`src/rtl/serdes_pkg.sv`:
```
// Shared types and constants for the serializer transmit arbiter.
// Holds the FSM state encoding, the default preamble byte and the requester count.
package serdes_pkg;

  typedef enum logic [2:0] {
    ST_IDLE  = 3'd0,
    ST_SYNC  = 3'd1,
    ST_DATA  = 3'd2,
    ST_DRAIN = 3'd3,
    ST_GAP   = 3'd4
  } state_e;

  localparam logic [7:0] SYNC_BYTE_DEFAULT = 8'd197;
  localparam int         N_REQ             = 2;

  // Picks requester idx's byte out of the packed request data bus.
  function automatic logic [7:0] byte_of(input logic [8*N_REQ-1:0] bus, input logic idx);
    return idx ? bus[15:8] : bus[7:0];
  endfunction

endpackage

```
`src/rtl/rr_arb2.sv`:
```
// Two-way round-robin pick: a lone request wins outright, a tie goes to the
// requester that was not granted last. Purely combinational.
module rr_arb2 (
  input  logic [1:0] req_i,
  input  logic       last_i,
  output logic [1:0] gnt_o
);

  always_comb begin
    gnt_o = 2'b00;
    case (req_i)
      2'b01:   gnt_o = 2'b01;
      2'b10:   gnt_o = 2'b10;
      2'b11:   gnt_o = last_i ? 2'b01 : 2'b10;
      default: gnt_o = 2'b00;
    endcase
  end

endmodule

```
`src/rtl/serdes_tx_arbiter.sv`:
```
// Packet-level round-robin arbiter feeding the serializer's parallel load port.
// Each packet is prefixed with a sync byte and followed by a minimum idle gap.
module serdes_tx_arbiter
  import serdes_pkg::*;
#(
  parameter logic [7:0]  SYNC_BYTE  = SYNC_BYTE_DEFAULT,
  parameter int unsigned GAP_CYCLES = 2
) (
  input  logic               p_clk_i,
  input  logic               prst_n_i,
  input  logic [N_REQ-1:0]   req_valid_i,
  input  logic [8*N_REQ-1:0] req_data_i,
  input  logic [N_REQ-1:0]   req_last_i,
  output logic [N_REQ-1:0]   req_ready_o,
  output logic [7:0]         tx_pdata_o,
  output logic               tx_pdata_valid_o,
  input  logic               tx_pdata_ack_i,
  output logic [N_REQ-1:0]   grant_o,
  output logic               busy_o,
  output logic [15:0]        pkt_cnt_o,
  output state_e             dbg_state_o
);

  localparam logic [3:0] GAP_INIT = 4'(GAP_CYCLES);
  localparam bit         NO_GAP   = (GAP_CYCLES == 0);

  state_e             state_q, state_d;
  logic [N_REQ-1:0]   grant_q, grant_d;
  logic               rr_last_q, rr_last_d;
  logic [7:0]         tx_data_q, tx_data_d;
  logic               tx_valid_q, tx_valid_d;
  logic               busy_q, busy_d;
  logic [15:0]        pkt_cnt_q, pkt_cnt_d;
  logic [3:0]         gap_cnt_q, gap_cnt_d;

  logic [N_REQ-1:0]   arb_gnt;
  logic               ack_seen;
  logic               ready_en;
  logic               xfer;
  logic               sel_idx;
  logic [7:0]         sel_data;
  logic               sel_last;

  rr_arb2 u_rr_arb2 (
    .req_i  (req_valid_i),
    .last_i (rr_last_q),
    .gnt_o  (arb_gnt)
  );

  // Handshakes: a requester byte moves when req_valid_i and req_ready_o are
  // both high on a rising edge; a serializer byte is consumed when
  // tx_pdata_valid_o and tx_pdata_ack_i are both high. An ack without valid
  // is ignored. Valid never drops and data never changes until acked.
  assign ack_seen    = tx_pdata_ack_i & tx_valid_q;
  assign ready_en    = (state_q == ST_DATA) & (~tx_valid_q | tx_pdata_ack_i);
  assign req_ready_o = grant_q & {N_REQ{ready_en}};
  assign xfer        = |(req_valid_i & req_ready_o);

  assign sel_idx  = grant_q[1];
  assign sel_data = byte_of(req_data_i, sel_idx);
  assign sel_last = req_last_i[sel_idx];

  always_comb begin
    state_d    = state_q;
    grant_d    = grant_q;
    rr_last_d  = rr_last_q;
    tx_data_d  = tx_data_q;
    tx_valid_d = tx_valid_q;
    pkt_cnt_d  = pkt_cnt_q;
    gap_cnt_d  = gap_cnt_q;

    case (state_q)
      ST_IDLE: begin
        if (|req_valid_i) begin
          grant_d    = arb_gnt;
          rr_last_d  = arb_gnt[1];
          tx_data_d  = SYNC_BYTE;
          tx_valid_d = 1'b1;
          state_d    = ST_SYNC;
        end
      end

      ST_SYNC: begin
        if (ack_seen) begin
          tx_valid_d = 1'b0;
          state_d    = ST_DATA;
        end
      end

      ST_DATA: begin
        // A new byte replaces an acked one in the same cycle, keeping valid high.
        if (xfer) begin
          tx_data_d  = sel_data;
          tx_valid_d = 1'b1;
          if (sel_last) begin
            state_d = ST_DRAIN;
          end
        end else if (ack_seen) begin
          tx_valid_d = 1'b0;
        end
      end

      ST_DRAIN: begin
        if (ack_seen) begin
          tx_valid_d = 1'b0;
          pkt_cnt_d  = pkt_cnt_q + 16'd1;
          grant_d    = '0;
          if (NO_GAP) begin
            state_d = ST_IDLE;
          end else begin
            gap_cnt_d = GAP_INIT;
            state_d   = ST_GAP;
          end
        end
      end

      ST_GAP: begin
        gap_cnt_d = gap_cnt_q - 4'd1;
        if (gap_cnt_q == 4'd1) begin
          state_d = ST_IDLE;
        end
      end

      default: begin
        state_d    = ST_IDLE;
        grant_d    = '0;
        tx_valid_d = 1'b0;
      end
    endcase
  end

  // busy tracks the next state so it is registered alongside the state itself.
  assign busy_d = (state_d != ST_IDLE);

  always_ff @(posedge p_clk_i or negedge prst_n_i) begin
    if (!prst_n_i) begin
      state_q    <= ST_IDLE;
      grant_q    <= '0;
      rr_last_q  <= 1'b1;
      tx_data_q  <= '0;
      tx_valid_q <= 1'b0;
      busy_q     <= 1'b0;
      pkt_cnt_q  <= '0;
      gap_cnt_q  <= '0;
    end else begin
      state_q    <= state_d;
      grant_q    <= grant_d;
      rr_last_q  <= rr_last_d;
      tx_data_q  <= tx_data_d;
      tx_valid_q <= tx_valid_d;
      busy_q     <= busy_d;
      pkt_cnt_q  <= pkt_cnt_d;
      gap_cnt_q  <= gap_cnt_d;
    end
  end

  assign tx_pdata_o       = tx_data_q;
  assign tx_pdata_valid_o = tx_valid_q;
  assign grant_o          = grant_q;
  assign busy_o           = busy_q;
  assign pkt_cnt_o        = pkt_cnt_q;
  assign dbg_state_o      = state_q;

endmodule

```
`config.mk`:
```
export PLATFORM = sky130hd
export DESIGN_NAME = serdes_tx_arbiter
export DESIGN_NICKNAME = d
export VERILOG_FILES = /design/src/rtl/serdes_pkg.sv /design/src/rtl/rr_arb2.sv /design/src/rtl/serdes_tx_arbiter.sv
export SDC_FILE = /design/constraint.sdc
export NUM_CORES = 1
export LEC_CHECK = 0
export BUFFER_PORTS_ARGS = -buffer_cell sky130_fd_sc_hd__buf_2
export CAP_MARGIN = 20
export CORE_MARGIN = 4
export CORE_UTILIZATION = 45
export DETAILED_ROUTE_END_ITERATION = 12
export PLACE_DENSITY = 0.72
export SETUP_SLACK_MARGIN = 0.15
export SYNTH_ARGS = -nofsm -noshare
export SYNTH_HDL_FRONTEND = slang
export SYNTH_SLANG_ARGS = --single-unit
```
`constraint.sdc`:
```
create_clock -name p_clk_i -period 2.8 [get_ports p_clk_i]
set_input_delay 0.56 -clock p_clk_i [delete_from_list [all_inputs] [get_ports p_clk_i]]
set_output_delay 0.56 -clock p_clk_i [all_outputs]
set_load 0.02 [all_outputs]
```
==> metrics, run 1 <==
status complete, no violations; nets@finish 252; Slew headroom 0.475; Max Slew Vio Count 0; final number of hold-violating endpoints 0; logic gate share of total power 0.361; initial core utilization 0.482; Post-CTS Resized 0; total CTS buffers 5; FF+latch count, synth 36; post-route design area 0.00220 mm2; VDD IR max 0.000507 V; post-synthesis async set-or-reset flop share 1.00; vias per std cell 5.36; Reg clk slew, reported paths 0.07 ns; first-pass GRT wire length 6690 um; first-pass iteration count of the detailed router 4; synthesis-to-finish area growth 21.1%; Int Pwr 1.13 mW; post-synth net total 196; Routability Congestion 0.743; Post-synth EDFFs 0; IO Pins 56; commonest non-fill, non-tap cell in the layout buf_2; die area 0.00512 mm2; RSZ-0062 raised after global routing no; Mapped Area 0.00182 mm2; Chip Height 71.6 um; CTS Hold Buffers Added 0; DP Wirelength 2930 um; Fin Setup TNS 0 ns; register area share after synthesis 0.496; Detail Route Antenna Nets 0; # clock sinks 36; switching share of total power 0.406; Port Buf Inserts 55; residual DRC count 0; Cell Area, Placed 0.00211 mm2; antenna violations before repair 0; R2R setup slack 0.96 ns; DRT Wirelength 4000 um; DR vias 1473; global route overflow 0; Clock Skew 0.00464 ns; PD cells 860 mW/mm2; Reg-to-Reg End tx_pdata_o[6]; 1st-iter DRT viols 68; Leakage 1.08 nW; CP max FO 10; Critical Path RT 2.24 ns; Die W 71.6 um; Cells after Synth 170; fin crit share 0.737; Longest Clk Path Bufs 2; Mean Syn Cell Area 10.7 um2; fin cells 275; Hold Crit Class in -> async; Post-synth top flop dfrtp_1; Worst-Margin Slew 0.787 ns; R2R depth 4; maxcap violations 0; number of setup buffers added after CTS 0; most frequent cells in the layout 55 x buf_2, 35 x dfrtp_1, 12 x nand3_1, 11 x xnor2_1, 11 x nor2_1; synth warn 0; fmax 0.485 GHz; Yosys cell types 41; # diodes 0; clock power share 0.199; Wirelength per Cell 14.5 um; core area 0.00377 mm2; CTS tree built; reg2reg start dbg_state_o[1]; Sw Pwr 769 uW; Data arrival, critical path 1.50 ns; Setup Crit Path Kind reg -> out; Setup-failing EPs final 0; H-tree depth reported by CTS 2; final critical-path required period 2.06 ns; post-placement cell count 267; pin count of the biggest net entering global routing 37; Reg power frac 0.440; share of cells above drive strength 1 0.308; Clk Tree Root Cell clkbuf_8; GRT Util Overall 0.165; startpoint class of the critical path flop; Core Rows 22; vias in the first global route 1442; crit end category output port; worst-skew pair later-pin latency 0.29 ns
cells by family (layout without fill, tap and decap cells):
group           after synthesis  after routing  share of synthesized area
simple gates                 65             65                      0.219
fa+ha+maj                     3              3                     0.0206
flops                        36             36                      0.496
mux                           7              7                     0.0392
buf+inv                      12             69                     0.0351
xor+xnor                     17             17                     0.0818
compound gates               30             30                      0.108
worst max-delay path, stage by stage (launching register included):
cell     delay, ns
dfrtp_1       0.57
nor3b_2       0.30
and3_1        0.19
buf_2         0.16
metrics by stage:
step | hold slack [ns] | power [mW] | util | setup slack, ns
after floorplan | 0.264 | 1.33 | - | 1.09
after global placement | 0.462 | 1.52 | 0.560 | 0.983
after detailed placement | 0.469 | 1.53 | 0.560 | 0.959
after CTS | 0.384 | 1.91 | 0.584 | 0.732
after global routing | 0.417 | 2.04 | 0.584 | 0.593
final | 0.352 | 1.89 | 0.584 | 0.737
cell type report:
cell class	count	area [um2]
Timing Repair Buffer	55	275
Tap cell	48	60.1
Inverter	6	22.5
Sequential cell	36	902
Fill cell	340	1570
Multi-Input combinational cell	122	853
Clock buffer	8	90.1
registers in the layout (all words and copies together), names as in the netlist:
register / cells
pkt_cnt_o: 16
busy_o: 1
tx_pdata_o: 8
tx_pdata_valid_o: 1
rr_last_q: 1
dbg_state_o: 3
gap_cnt_q: 4
grant_o: 2
worst max path at each step:
stage | depth (start not counted) | end | from | slack [ns]
after floorplan | 3 | req_ready_o[0] | dbg_state_o[2] | 1.09
after global placement | 5 | tx_pdata_o[7] | tx_pdata_ack_i | 0.98
after detailed placement | 5 | tx_pdata_o[7] | tx_pdata_ack_i | 0.96
after CTS | 3 | req_ready_o[0] | dbg_state_o[1] | 0.73
after global routing | 3 | req_ready_o[0] | dbg_state_o[1] | 0.59
final | 3 | req_ready_o[0] | dbg_state_o[1] | 0.74
synth_stat cells (all sizes together), types with 5 or more instances:
cell type / n / area (um2)
dfrtp: 35 / 876
nand3: 13 / 70.1
nor2: 11 / 41.3
xnor2: 11 / 96.3
nand2: 9 / 33.8
o21ai: 9 / 48.8
a21oi: 6 / 30.0
inv: 6 / 22.5
mux2i: 6 / 60.1
nand4: 6 / 37.5
xor2: 6 / 52.6
buf: 5 / 36.3
metal layers:
layer  track usage  share of wire  routed length [um]
met3        0.0365          0.044                 176
met2         0.268           0.49                1970
met4        0.0689          0.013                  54
met5             0              0                   0
met1         0.212           0.45                1800
power by group through the flow:
stage	sequential (mW)	combinational, mW	clock [mW]
2_1_floorplan	0.868	0.461	0
3_3_place_gp	0.836	0.679	0
3_5_place_dp	0.840	0.685	0
4_1_cts	0.831	0.690	0.390
5_1_grt	0.860	0.769	0.412
6_report	0.833	0.684	0.378
No activity file was read; power rests on OpenSTA's default activity.
==> run 2, diff against run 1 <==
==> constraint.sdc (replaced) <==
create_clock -name p_clk_i -period 2.15 [get_ports p_clk_i]
set_input_delay 0.43 -clock p_clk_i [delete_from_list [all_inputs] [get_ports p_clk_i]]
set_output_delay 0.43 -clock p_clk_i [all_outputs]
set_load 0.02 [all_outputs]
==> run 2 against run 1 <==
Against the previous run:
- register-to-register slack worse by 0.64 ns
- clock power is 120% higher
- first-iteration DRC count grew 54%
- sequential share of layout area is 1.4 points lower
- final area is 3.7% higher
- flip-flop and latch count did not move
- die area is the same
- hold slack worse by 0.12 ns
==> metrics, run 2 (synthesized netlist as in run 1, its figures left out) <==
Longest Clk Path Bufs 2 (unchanged); DP Wirelength 3130 um (was 2930 um); global route overflow 0 (unchanged); DRT Wirelength 4190 um (was 4000 um); 1st-iter DRT viols 105 (was 68); CP max FO 13 (was 10); Max Slew Vio Count 0 (unchanged); IO Pins 56 (unchanged); status complete, no violations (unchanged); Core Rows 22 (unchanged); Worst-Margin Slew 0.795 ns (was 0.787 ns); maxcap violations 0 (unchanged); Leakage 1.12 nW (was 1.08 nW); GRT Util Overall 0.176 (was 0.165); fmax 0.533 GHz; VDD IR max 0.000676 V (was 0.000507 V); H-tree depth reported by CTS 2 (unchanged); Die W 71.6 um (unchanged); vias in the first global route 1523 (was 1442); Fin Setup TNS 0 ns (unchanged); total CTS buffers 5 (unchanged); Hold Crit Class in -> async (unchanged); synthesis-to-finish area growth 25.6% (was 21.1%); Finished Core Util 0.606 (was 0.584); most frequent cells in the layout 55 x buf_2, 34 x dfrtp_1, 12 x nand3_1, 11 x xnor2_1, 11 x nor2_1 (was 55 x buf_2, 35 x dfrtp_1, 12 x nand3_1, 11 x xnor2_1, 11 x nor2_1); initial core utilization 0.482 (unchanged); core area 0.00377 mm2 (unchanged); CTS tree built (unchanged); Critical Path RT 1.72 ns (was 2.24 ns); crit end category output port (unchanged); first-pass iteration count of the detailed router 4 (unchanged); commonest non-fill, non-tap cell in the layout buf_2 (unchanged); Chip Height 71.6 um (unchanged); # clock sinks 36 (unchanged); nets@finish 253 (was 252); Reg clk slew, reported paths 0.08 ns (was 0.07 ns); max reg flops 16 (unchanged); Cell Area, Placed 0.00212 mm2 (was 0.00211 mm2); CTS Hold Buffers Added 0 (unchanged); final critical-path required period 1.88 ns; R2R setup slack 0.32 ns (was 0.96 ns); share of cells above drive strength 1 0.325 (was 0.308); antenna violations before repair 0 (unchanged); first-pass GRT wire length 7160 um (was 6690 um); Port Buf Inserts 55 (unchanged); hold_ws 0.228 ns (was 0.352 ns); family with the most delay on the worst path flip-flops (unchanged); residual DRC count 0 (unchanged); crit path buf inv count 1 (unchanged); PD cells 1240 mW/mm2 (was 860 mW/mm2); startpoint class of the critical path flop (unchanged); Clk Tree Root Cell clkbuf_8 (unchanged); Critical Path Max Stage Delay 0.52 ns (was 0.57 ns); fin crit share 0.872; Detail Route Antenna Nets 0 (unchanged); vias per std cell 5.49 (was 5.36); Data arrival, critical path 1.45 ns (was 1.50 ns); Clock Skew 0.00771 ns (was 0.00464 ns); Routability Congestion 0.749 (was 0.743); # diodes 0 (unchanged); Setup Crit Path Kind reg -> out (unchanged); pin count of the biggest net entering global routing 37 (unchanged); Worst path slowest cell dfrtp_1 (unchanged); RSZ-0062 raised after global routing no (unchanged); Final Power 2.83 mW (was 1.89 mW); Slew headroom 0.470 (was 0.475); Setup-failing EPs final 0 (unchanged); worst-skew pair later-pin latency 0.29 ns (about the same); cells along the critical path nor3b_2, and3_1, buf_2 (unchanged); DR vias 1514 (was 1473); die area 0.00512 mm2 (unchanged); Wirelength per Cell 15.2 um (was 14.5 um); final number of hold-violating endpoints 0 (unchanged); post-route design area 0.00228 mm2 (was 0.00220 mm2)
run 2: changes by cell type in the layout (fill, tap and decap cells not counted):
cell and change:
a2111oi_1 +3, bufinv_16 +3, clkbuf_1 -2, dfrtp_1 -1, clkbuf_8 -1, dfrtp_2 +1, buf_4 +1, a2111oi_0 -3
run 2: area by class of cell:
cell class / count / area [um2]
Clock inverter: 3 / 90.1
Timing Repair Buffer: 56 / 283
Clock buffer: 5 / 68.8
Multi-Input combinational cell: 122 / 857
Fill cell: 342 / 1490
Sequential cell: 36 / 903
Tap cell: 48 / 60.1
Inverter: 6 / 22.5
run 2: worst register-to-register path, cell delays in order, from the launching register on:
cell       delay [ns]
dfrtp_1          0.61
a22o_1           0.22
nand3_2          0.30
a2111oi_1        0.50
a21oi_1          0.08
run 2: report_power, final:
group	internal, mW	total, mW	switching, mW
combinational	0.381	0.918	0.537
sequential	0.843	1.08	0.240
clock	0.580	0.824	0.244
total	1.80	2.83	1.02
run 2: worst paths after layout:
path / from / end / depth (start not counted)
setup / recovery: dbg_state_o[2] / req_ready_o[1] / 3
hold / removal: prst_n_i / tx_pdata_valid_o / 1
setup reg to reg: grant_o[1] / tx_pdata_o[7] / 4
hold reg to reg: pkt_cnt_o[15] / pkt_cnt_o[15] / 1
max in group asynchronous: prst_n_i / dbg_state_o[1] / 1
min in group p_clk_i: req_valid_i[0] / rr_last_q / 2
run 2: repair_timing:
| item | 4_1_cts | 5_1_grt |
|---|---|---|
| setup endpoints to repair | 0 | 5 |
| setup buffers | 0 | 0 |
| gates resized for setup | 0 | 4 |
run 2: routing by layer:
| metal | wire, um | track usage | vias up |
|---|---|---|---|
| met2 | 2180 | 0.297 | 30 |
| met4 | 50 | 0.0480 | 0 |
| met1 | 1740 | 0.223 | 751 |
| li1 | - | - | 727 |
| met3 | 209 | 0.0449 | 6 |
| met5 | 0 | 0 | - |
run 2: stage by stage:
| stage | setup WS, ns | cells |
|---|---|---|
| global route | 0.157 | 276 |
| CTS | 0.205 | 276 |
| detailed placement | 0.268 | 268 |
| floorplan | 0.496 | 170 |
| global placement | 0.433 | 268 |
| finish | 0.275 | 276 |
==> run 3, diff against run 2 <==
==> constraint.sdc (replaced) <==
create_clock -name p_clk_i -period 2.2 [get_ports p_clk_i]
set_input_delay 0.44 -clock p_clk_i [delete_from_list [all_inputs] [get_ports p_clk_i]]
set_output_delay 0.44 -clock p_clk_i [all_outputs]
set_load 0.02 [all_outputs]
==> run 3 against run 2 <==
Against the previous run:
- die area unchanged
- worst setup slack improved by 0.0037 ns
- sequential share of layout area increased by 1.3 points
- largest cell class unchanged
- critical endpoint unchanged
- global-route usage decreased by 0.76 points
- final area decreased by 3.4%
- clock skew decreased by 0.0045 ns
- hold slack improved by 0.0097 ns
- flip-flop and latch count unchanged
- core utilization decreased by 2.1 points
- clock-buffer cell count increased by 3
- combinational power decreased by 4.1%
==> metrics, run 3 (synthesized netlist as in run 1, its figures left out) <==
Chip Height 71.6 um (unchanged); Critical Path RT 1.76 ns (was 1.72 ns); max reg flops 16 (unchanged); die area 0.00512 mm2 (unchanged); Core Rows 22 (unchanged); nets@finish 252 (was 253); Reg-to-Reg End tx_pdata_o[7] (unchanged); CP max FO 10 (was 13); Routability Congestion 0.721 (was 0.749); startpoint class of the critical path flop (unchanged); CTS tree built (unchanged); Leakage 1.08 nW (was 1.12 nW); R2R setup slack 0.33 ns (was 0.32 ns); Wirelength per Cell 14.4 um (was 15.2 um); H-tree depth reported by CTS 2 (unchanged); residual DRC count 0 (unchanged); final number of hold-violating endpoints 0 (unchanged); Hold Crit Class in -> async (unchanged); first-pass iteration count of the detailed router 4 (unchanged); Reg clk slew, reported paths 0.07 ns (was 0.08 ns); DR vias 1491 (was 1514); 1st-iter DRT viols 90 (was 105); vias per std cell 5.42 (was 5.49); PD cells 1090 mW/mm2 (was 1240 mW/mm2); Die W 71.6 um (unchanged); Clk Tree Root Cell clkbuf_8 (unchanged); most frequent cells in the layout 55 x buf_2, 35 x dfrtp_1, 12 x nand3_1, 11 x xnor2_1, 11 x nor2_1 (was 55 x buf_2, 34 x dfrtp_1, 12 x nand3_1, 11 x xnor2_1, 11 x nor2_1); commonest non-fill, non-tap cell in the layout buf_2 (unchanged); VDD IR max 0.000729 V (was 0.000676 V); post-placement cell count 267 (was 268); fin cells 275 (was 276); # diodes 0 (unchanged); core area 0.00377 mm2 (unchanged); Setup Crit Path Kind reg -> out (unchanged); share of cells above drive strength 1 0.308 (was 0.325); total CTS buffers 5 (unchanged); fin crit share 0.873; Data arrival, critical path 1.48 ns (was 1.45 ns); R2R depth 4 (unchanged); initial core utilization 0.482 (unchanged); vias in the first global route 1421 (was 1523); # clock sinks 36 (unchanged); RSZ-0062 raised after global routing no (unchanged); Detail Route Antenna Nets 0 (unchanged); reg2reg start dbg_state_o[1] (was grant_o[1]); worst-skew pair later-pin latency 0.29 ns (about the same); Slew headroom 0.473 (was 0.470); global route overflow 0 (unchanged); post-route setup slack 0.279 ns (was 0.275 ns); Setup-failing EPs final 0 (unchanged); status complete, no violations (unchanged); Longest Clk Path Bufs 2 (unchanged); Max Slew Vio Count 0 (unchanged); number of setup buffers added after CTS 0 (unchanged); synthesis-to-finish area growth 21.3% (was 25.6%); crit end category output port (unchanged); fmax 0.520 GHz; Worst-Margin Slew 0.791 ns (was 0.795 ns); GRT Util Overall 0.168 (was 0.176); antenna violations before repair 0 (unchanged); Clock Skew 0.00319 ns (was 0.00771 ns); Worst path slowest cell dfrtp_1 (unchanged); Port Buf Inserts 55 (unchanged); Critical Path Max Stage Delay 0.53 ns (was 0.52 ns); DRT Wirelength 3970 um (was 4190 um); maxcap violations 0 (unchanged); cells along the critical path nor3b_2, and3_1, buf_2 (unchanged); first-pass GRT wire length 6760 um (was 7160 um); pin count of the biggest net entering global routing 37 (unchanged); final critical-path required period 1.92 ns; DP Worst Slack 0.305 ns (was 0.268 ns); IO Pins 56 (unchanged); DP Wirelength 2950 um (was 3130 um); Fin Setup TNS 0 ns (unchanged)
==> run 3: cell count changes in the layout (fill, tap and decap cells not counted), sizes merged <==
cell	before	now
clkbuf	5	8
bufinv	3	0
buf	56	55
==> run 3: final cells by class <==
| type | count | area [um2] |
|---|---|---|
| Fill cell | 349 | 1560 |
| Sequential cell | 36 | 902 |
| Multi-Input combinational cell | 122 | 857 |
| Timing Repair Buffer | 55 | 275 |
| Clock buffer | 8 | 90.1 |
| Tap cell | 48 | 60.1 |
| Inverter | 6 | 22.5 |
==> run 3: what timing repair did <==
item	in CTS	in global routing
hold buffers	0	0
setup endpoints to repair	0	3
resized for setup	0	3
==> run 3: per-stage QoR <==
stage / hold WS, ns / instance area, um2 / utilization / total power [mW]
2_1_floorplan: 0.144 / 1820 / - / 1.69
3_3_place_gp: 0.458 / 2110 / 0.560 / 1.93
3_5_place_dp: 0.462 / 2110 / 0.560 / 1.94
4_1_cts: 0.260 / 2200 / 0.584 / 2.42
5_1_grt: 0.310 / 2210 / 0.585 / 2.60
6_report: 0.237 / 2210 / 0.585 / 2.40
==> run 3: where the power goes <==
part	total (mW)	internal, mW	switching (mW)
registers	1.05	0.823	0.225
logic	0.880	0.357	0.523
clock network	0.476	0.255	0.221
total	2.40	1.44	0.969
==> run 3: worst max-delay path, delay by kind of cell (launching register included) <==
family / cells / cell delay, ns
buf+inv: 1 / 0.16
flops: 1 / 0.53
simple gates: 2 / 0.50
==> run 3: worst max path at each step <==
stage                               from             end  slack, ns  cells past startpoint
after CTS                 dbg_state_o[1]  req_ready_o[1]       0.27                      3
after global placement    dbg_state_o[1]   tx_pdata_o[6]       0.48                      4
final                     dbg_state_o[1]  req_ready_o[1]       0.28                      3
after detailed placement  dbg_state_o[1]   tx_pdata_o[7]       0.31                      4
after floorplan           dbg_state_o[0]   tx_pdata_o[0]       0.55                      5
after global routing      dbg_state_o[1]   tx_pdata_o[7]       0.17                      4
==> run 3: layer usage <==
layer	global-route usage	up-vias	share of wire
met1	0.219	737	0.43
met2	0.263	27	0.50
met5	0	-	0
met4	0.0501	0	0.013
met3	0.0603	6	0.059
li1	-	721	-
